===== config.mk =====
export PLATFORM = sky130hd
export DESIGN_NAME = dir_queue_ctrl
export DESIGN_NICKNAME = d
export VERILOG_FILES = /design/src/rtl/dir_queue_ctrl.sv
export SDC_FILE = /design/constraint.sdc
export NUM_CORES = 1
export LEC_CHECK = 0
export ABC_CLOCK_PERIOD_IN_PS = 2500
export BUFFER_PORTS_ARGS = -buffer_cell sky130_fd_sc_hd__buf_2
export CAP_MARGIN = 25
export CORE_UTILIZATION = 40
export DETAILED_ROUTE_END_ITERATION = 10
export PLACE_DENSITY = 0.55
export REMOVE_ABC_BUFFERS = 1
export SYNTH_ARGS = -nofsm -noshare
export SYNTH_HDL_FRONTEND = slang
export SYNTH_SLANG_ARGS = --single-unit

===== constraint.sdc =====
create_clock -name CLK_100MHz -period 2.5 [get_ports CLK_100MHz]
set_input_delay 0.5 -clock CLK_100MHz [delete_from_list [all_inputs] [get_ports CLK_100MHz]]
set_output_delay 0.5 -clock CLK_100MHz [all_outputs]
set_load 0.01 [all_outputs]

===== src/rtl/dir_queue_ctrl.sv =====
`timescale 1ns/1ps
`default_nettype none
// ============================================================================
// dir_queue_ctrl : debounced direction buttons feeding a one-deep move queue
// Revision 1.0
// ============================================================================
module dir_queue_ctrl #(
  parameter int         DEBOUNCE_CYCLES = 1000000,
  parameter logic [1:0] RESET_DIR       = 2'b01
) (
  input  logic       CLK_100MHz,
  input  logic       Reset,
  input  logic       Up,
  input  logic       Right,
  input  logic       Down,
  input  logic       Left,
  input  logic       tick,
  output logic [1:0] dir,
  output logic       pending_valid,
  output logic       rejected
);

  localparam int               CNT_W   = (DEBOUNCE_CYCLES > 1) ? $clog2(DEBOUNCE_CYCLES) : 1;
  localparam logic [CNT_W-1:0] CNT_MAX = CNT_W'(DEBOUNCE_CYCLES - 1);

  typedef enum logic [1:0] {RELEASED, PRESS_WAIT, PRESSED, RELEASE_WAIT} db_state_e;
  typedef enum logic       {EMPTY, FULL} q_state_e;

  // Bit index equals the direction code: Up=00, Right=01, Down=10, Left=11
  logic [3:0] btn_raw;
  logic [3:0] sync1_q, sync2_q;
  logic [3:0] press_evt;

  assign btn_raw = {Left, Down, Right, Up};

  always_ff @(posedge CLK_100MHz or negedge Reset) begin
    if (!Reset) begin
      sync1_q <= '0;
      sync2_q <= '0;
    end else begin
      sync1_q <= btn_raw;
      sync2_q <= sync1_q;
    end
  end

  for (genvar i = 0; i < 4; i++) begin : g_btn
    db_state_e        st_q, st_d;
    logic [CNT_W-1:0] cnt_q, cnt_d;
    logic             done;

    assign done = (cnt_q == CNT_MAX);

    // Counter only advances while not done, so it saturates at CNT_MAX
    always_comb begin
      st_d  = st_q;
      cnt_d = cnt_q;
      case (st_q)
        RELEASED: if (sync2_q[i]) begin
          st_d  = PRESS_WAIT;
          cnt_d = '0;
        end
        PRESS_WAIT: begin
          if (!sync2_q[i])  st_d  = RELEASED;
          else if (done)    st_d  = PRESSED;
          else              cnt_d = cnt_q + 1'b1;
        end
        PRESSED: if (!sync2_q[i]) begin
          st_d  = RELEASE_WAIT;
          cnt_d = '0;
        end
        RELEASE_WAIT: begin
          if (sync2_q[i])   st_d  = PRESSED;
          else if (done)    st_d  = RELEASED;
          else              cnt_d = cnt_q + 1'b1;
        end
        default: st_d = RELEASED;
      endcase
    end

    always_ff @(posedge CLK_100MHz or negedge Reset) begin
      if (!Reset) begin
        st_q  <= RELEASED;
        cnt_q <= '0;
      end else begin
        st_q  <= st_d;
        cnt_q <= cnt_d;
      end
    end

    assign press_evt[i] = (st_q == PRESS_WAIT) && sync2_q[i] && done;
  end

  logic       evt_any, is_rev, is_same, accept;
  logic [1:0] win_dir;
  logic [1:0] dir_q, dir_d, pend_q, pend_d;
  logic       rejected_q, rejected_d;
  q_state_e   q_state_q, q_state_d;

  always_comb begin
    evt_any = |press_evt;
    if (press_evt[0])      win_dir = 2'b00;
    else if (press_evt[1]) win_dir = 2'b01;
    else if (press_evt[2]) win_dir = 2'b10;
    else                   win_dir = 2'b11;

    // Acceptance is judged against the pre-commit direction
    is_rev     = evt_any && (win_dir == (dir_q ^ 2'b10));
    is_same    = evt_any && (win_dir == dir_q);
    accept     = evt_any && !is_rev && !is_same;
    rejected_d = is_rev;

    dir_d = dir_q;
    if (tick && (q_state_q == FULL)) dir_d = pend_q;
    pend_d = accept ? win_dir : pend_q;

    q_state_d = q_state_q;
    case (q_state_q)
      EMPTY:   if (accept)          q_state_d = FULL;
      FULL:    if (tick && !accept) q_state_d = EMPTY;
      default: q_state_d = EMPTY;
    endcase
  end

  always_ff @(posedge CLK_100MHz or negedge Reset) begin
    if (!Reset) begin
      dir_q      <= RESET_DIR;
      pend_q     <= RESET_DIR;
      q_state_q  <= EMPTY;
      rejected_q <= 1'b0;
    end else begin
      dir_q      <= dir_d;
      pend_q     <= pend_d;
      q_state_q  <= q_state_d;
      rejected_q <= rejected_d;
    end
  end

  assign dir           = dir_q;
  assign pending_valid = (q_state_q == FULL);
  assign rejected      = rejected_q;

endmodule
`default_nettype wire

# After elaboration in Yosys (flattened, before gate mapping)

Index checks and enable logic that the tools add are counted.

Register bits: 102
Input port bits: 7
Output and inout port bits: 4
Logic and storage cells: 150

$add $sub $neg: 4
Equality and inequality tests: 42
Mux-type cells: 58
Bitwise logic cells: 2
Reductions and logical operators: 30

Operators by type and width:

| cell                  | count |
|---|---|
| $mux 20               | 20 |
| $pmux 20 s4           | 4 |
| $add 20x1->20 const B | 4 |
| $eq 20x20->1 const B  | 4 |
| $mux 2                | 26 |
| $ne 2x2->1 const B    | 16 |
| $pmux 2 s4            | 4 |
| $reduce_and 4->1      | 8 |
| $ne 3x3->1 const B    | 8 |
| $eq 2x2->1 const B    | 8 |
| $logic_and 1x1->1     | 14 |
| $eq 2x1->1 const B    | 4 |
| $logic_not 2->1       | 4 |
| $eq 2x2->1            | 2 |
| $reduce_or 4->1       | 1 |
| $logic_not 1->1       | 3 |
| $mux 1                | 3 |
| $not 1->1             | 2 |
| $pmux 1 s2            | 1 |

# Longest topological paths before layout

Depth after elaboration: 15
Mapped depth: 8
Mapped depth without buffers: 6

# Worst setup path before layout

No wires, ideal clock.

Path kind: reg2reg
Start: register g_btn[3].cnt_q[0]
End: register g_btn[3].cnt_q[11]
Setup time: 78 ps
Arrival: 2015 ps
Required time: 2422 ps
Setup slack: 407 ps
Cell stages (with the launch flop): 8
Path buffers: 1
Clock period less this slack: 2093 ps
Path through: dfrtp_1 -> ha_1 -> and2_1 -> and4_1 -> a31o_2 -> buf_2 -> or4_1 -> a21oi_1

Longest elaborated chain between the ends: 4
Elaborated cells between the ends (all ways): 6
Classes of those cells: add/sub (1); eq/ne (1); mux (4)

Ends and longest elaborated chain:

| element                                              | line       | text |
|---|---|---|
| start: declaration                                   | 48         | `logic [CNT_W-1:0] cnt_q, cnt_d;` |
| start signal: assignment                             | 86         | `cnt_q <= cnt_d;` |
| $add 20x1->20 / $eq 20x20->1 (equally long branches) | 65, 74, 51 |  |
| $mux 20 (*)                                          | 64, 73     |  |
| $mux 20, on equally long branches                    | 72, 63     |  |
| $pmux 20 s4 (*)                                      | 57         | `case (st_q)` |

Every way passes the cells marked *; elsewhere a longest branch is shown, timed or not. The select of a mux whose other input is x is not followed.
A chain may end at the register's enable or synchronous reset.

# Worst setup path after layout

Start: register g_btn[3].cnt_q[15]
End: register rejected_q, in the netlist rejected

Longest elaborated chain between the ends: 4

Ends and longest elaborated chain:

| element                | line | text |
|---|---|---|
| $eq 20x20->1           | 51   | `assign done = (cnt_q == CNT_MAX);` |
| $logic_and 1x1->1      | 90   | `assign press_evt[i] = (st_q == PRESS_WAIT) && sync2_q[i] && done;` |
| $reduce_or 4->1        | 100  | `evt_any = \|press_evt;` |
| $logic_and 1x1->1      | 107  | `is_rev = evt_any && (win_dir == (dir_q ^ 2'b10));` |
| net is_rev             | 93   | `logic evt_any, is_rev, is_same, accept;` |
| end signal: assignment | 134  | `rejected_q <= rejected_d;` |
| end: declaration       | 96   | `logic rejected_q, rejected_d;` |

The timed path passes the listed nets, and every way through them passes these cells.

==> key figures <==
Synthesis
  – Cell count after synthesis: 580
  – Largest cells by area after synthesis: dfrtp_1 46%, xnor2_1 4.5%, nor2_1 4.4%
  – Syn. warnings: 0
  – Synth unique cells: 58
  – Syn avg cell area: 9.33 sq um
  – Seq/Total Area, Yosys: 47.2%
  – Most used DFF post-synth: dfrtp_1
  – Synth Register Bits: roughly 100
  – Post-synth top area share: between 40% and 50%
  – Mapped cell area: around 5400 sq um
  – EDFF count, synth: 0
  – FFs w/ async S/R, synth: 100%
  – Dominant cell type by area after synthesis: dfrtp_1

Placed design
  – Post-DP Area: roughly 5700 sq um
  – GP Congestion: between 0.8 and 0.9
  – IO buf count: 10
  – Dpl hpwl: approximately 8000 microns

GRT
  – Tot GR Track Use: between 10% and 20%
  – Initial antenna violation count: 0
  – First-pass GRT wire length: a little under 20000 microns
  – Vias in the first global route: between 4000 and 5000
  – Gr busiest metal: met2
  – Pin count of the biggest net entering global routing: 52
  – Met1 Usage GRT: between 20% and 30%
  – M2 GR Usage: between 20% and 30%
  – GR Overflow Total: 0
  – GR Util met3: between 4 and 5%

CTS
  – CTS tree: built
  – Post-cts resize count: 0
  – Longest Clk Path Bufs: 2
  – CTS H-tree lvls: 3
  – CTS Hold Bufs: 0
  – Worst-Skew Late Latency: about 350 ps
  – Clock root buffer: clkbuf_16
  – CTS buffer count: 9
  – Post-CTS setup buffer count: 0
  – Total clock sinks: between 100 and 150
  – Clock edge transition at the registers on the reported setup and hold paths: roughly 70 ps

Timing
  – Final setup TNS: 0 ps
  – Setup-violating endpoint count in the final report: 0
  – Clock Skews: ~8 ps
  – Worst slew pin tran: 977 ps
  – Slew headroom: 34.7%
  – Hold WS: ~16 ps
  – RSZ-0062 raised after global routing: false
  – Fmax achieved: around 450 MHz
  – Final Hold Viols: 0
  – Fin. max-slew vios: 0
  – Post-route minimum period: about 2200 ps
  – Fin crit share: roughly 90%

Worst setup path
  – Crit path cell chain: or4_4, or3_4, a2111oi_4, a21oi_1, o221ai_1
  – Crit start category: flop
  – Worst R2R End: rejected
  – R2R depth: 5
  – WP data arrival: ~2500 ps
  – Crit Path Max Fanout: 4
  – Worst reg-to-reg setup slack: approximately 290 ps
  – Crit end category: flop
  – Reg-to-Reg Start: g_btn[3].cnt_q[15]
  – Kind of critical path: reg2reg
  – Slowest cell on crit path: or4_4
  – Req. time, crit path: between 2000 and 3000 ps
  – Slowest stage delay, CP: between 500 and 600 ps

Route
  – Drt drc: 0
  – WL per Instance: ~15 microns
  – Routed wire length: about 11000 microns
  – DRT antenna net count: 0
  – Initial DRT Pass Iterations: 5
  – Average vias per placed instance: ~5.5
  – Routed vias: 4277
  – Initial DRC count: 340

Power
  – Leak: roughly 0.0025 uW
  – Clock power share: 44.6%
  – Net Switching: approximately 860 uW
  – Internal: roughly 2800 uW
  – Max VDD drop: approximately 450 uV
  – Switching share of power: a little under a quarter
  – Flop pwr share: roughly 49%
  – Gate power share: between 6 and 7%
  – P per Cell Area: roughly 600 nW/um^2
  – Power, Total: approximately 3600 uW

Floorplanning
  – Core area: approximately 13000 sq um
  – Die width: around 120 microns
  – Io pins: 11
  – Die ar.: 14000 sq um
  – Core Rows: 42
  – Starting Density: about 41%
  – Die H: ~120 microns

Hold path
  – Worst hold path type: in2async

Finish
  – Layout cells sized above 1: around a tenth
  – Design area: 6060 sq um
  – N_diodes: 0
  – Fill cell count: about 1300
  – Nets: around 600
  – Area grow syn2layout: 12.0%

Status
  – Run status: complete, no violations

Flow run
  – Max cap viols: 0
==> worst max-delay path by stage <==
stage,startpoint,to,slack (ps),depth (start not counted)
global route,g_btn[2].cnt_q[10],pending_valid,110,5
floorplan,g_btn[3].cnt_q[15],g_btn[3].cnt_q[2],420,5
detailed placement,g_btn[1].cnt_q[0],g_btn[1].cnt_q[10],240,5
CTS,g_btn[1].cnt_q[0],g_btn[1].cnt_q[10],210,5
global placement,g_btn[2].cnt_q[10],pending_valid,330,5
finish,g_btn[3].cnt_q[15],rejected,290,5
==> area by class of cell <==
cell class	instances	area (sq um)	share of cell area, %
Clock buffer	9	225	3.71
Clock inverter	7	121	2.00
Inverter	22	82.6	1.36
Multi-Input combinational cell	434	2680	44.2
Sequential cell	102	2550	42.1
Tap cell	176	220	3.63
Timing Repair Buffer	25	178	2.93
==> cell families (layout without fill, tap and decap cells) <==
kind of cell / Yosys count / in the layout / synth area share [%]
adder cells (fa/ha/maj): 4 / 4 / 0.924
AO/OA/AOI/OAI: 101 / 101 / 12.1
buffers and inverters: 44 / 63 / 3.26
AND/OR/NAND/NOR: 264 / 264 / 25.2
flip-flops: 102 / 102 / 47.2
multiplexers: 26 / 26 / 5.04
XOR/XNOR: 39 / 39 / 6.31
==> registers in the layout (all words and copies together) (netlist names), named ones only <==
register	flops
dir	2
rejected	1
pending_valid	1
g_btn.st_q	4
sync2_q	4
g_btn.cnt_q	80
pend_q	2
sync1_q	4
==> cells in the mapped netlist, types with 12 or more instances <==
| cell | number |
|---|---|
| mux2i_1 | 16 |
| nand3_1 | 35 |
| nor2_1 | 63 |
| dfrtp_1 | 100 |
| nand4_1 | 20 |
| nor3_1 | 27 |
| or3_1 | 12 |
| a21oi_1 | 32 |
| clkbuf_1 | 13 |
| inv_1 | 22 |
| o21ai_0 | 30 |
| nand2_1 | 50 |
| xnor2_1 | 28 |
==> stage by stage <==
stage | setup slack (ps) | instances | util [%]
CTS | 210 | 774 | 45.7
global placement | 335 | 758 | 43.1
global route | 112 | 775 | 45.8
detailed placement | 239 | 758 | 43.1
floorplan | 422 | 558 | -
finish | 289 | 775 | 45.8
==> power groups by stage <==
stage	clock, uW	combinational, uW	sequential (uW)
floorplan	0	139	1800
global placement	0	232	1810
detailed placement	0	239	1810
CTS	1680	240	1780
global route	1740	269	1790
finish	1630	236	1780
==> cell usage in the layout, fill, tap and decap left out, types with 6 or more instances in the layout <==
cell	count
buf_2	9
or4_1	7
mux2_2	10
and2_1	6
o31ai_1	6
and4_1	7
nor2_1	63
nor3_1	27
inv_1	22
nor4_1	9
mux2i_1	16
buf_4	15
o21ai_0	30
nand2_1	50
xor2_1	11
a21oi_1	32
and3_1	9
xnor2_1	28
nand4_1	20
or3_1	12
dfrtp_1	100
a22o_1	11
clkbuf_16	9
nand3_1	35
==> routing by layer <==
metal	vias to the layer above	wire (microns)
met2	59	5520
li1	2117	-
met3	8	419
met5	-	0
met4	0	115
met1	2093	5340
==> critical path: cells and delay by family, from the launching register on <==
kind               cells  cell delay [ps]
and+or+nand+nor        2              920
AOI/OAI and AO/OA      3              780
DFF                    1              420
(Power assumes the default switching activity.)
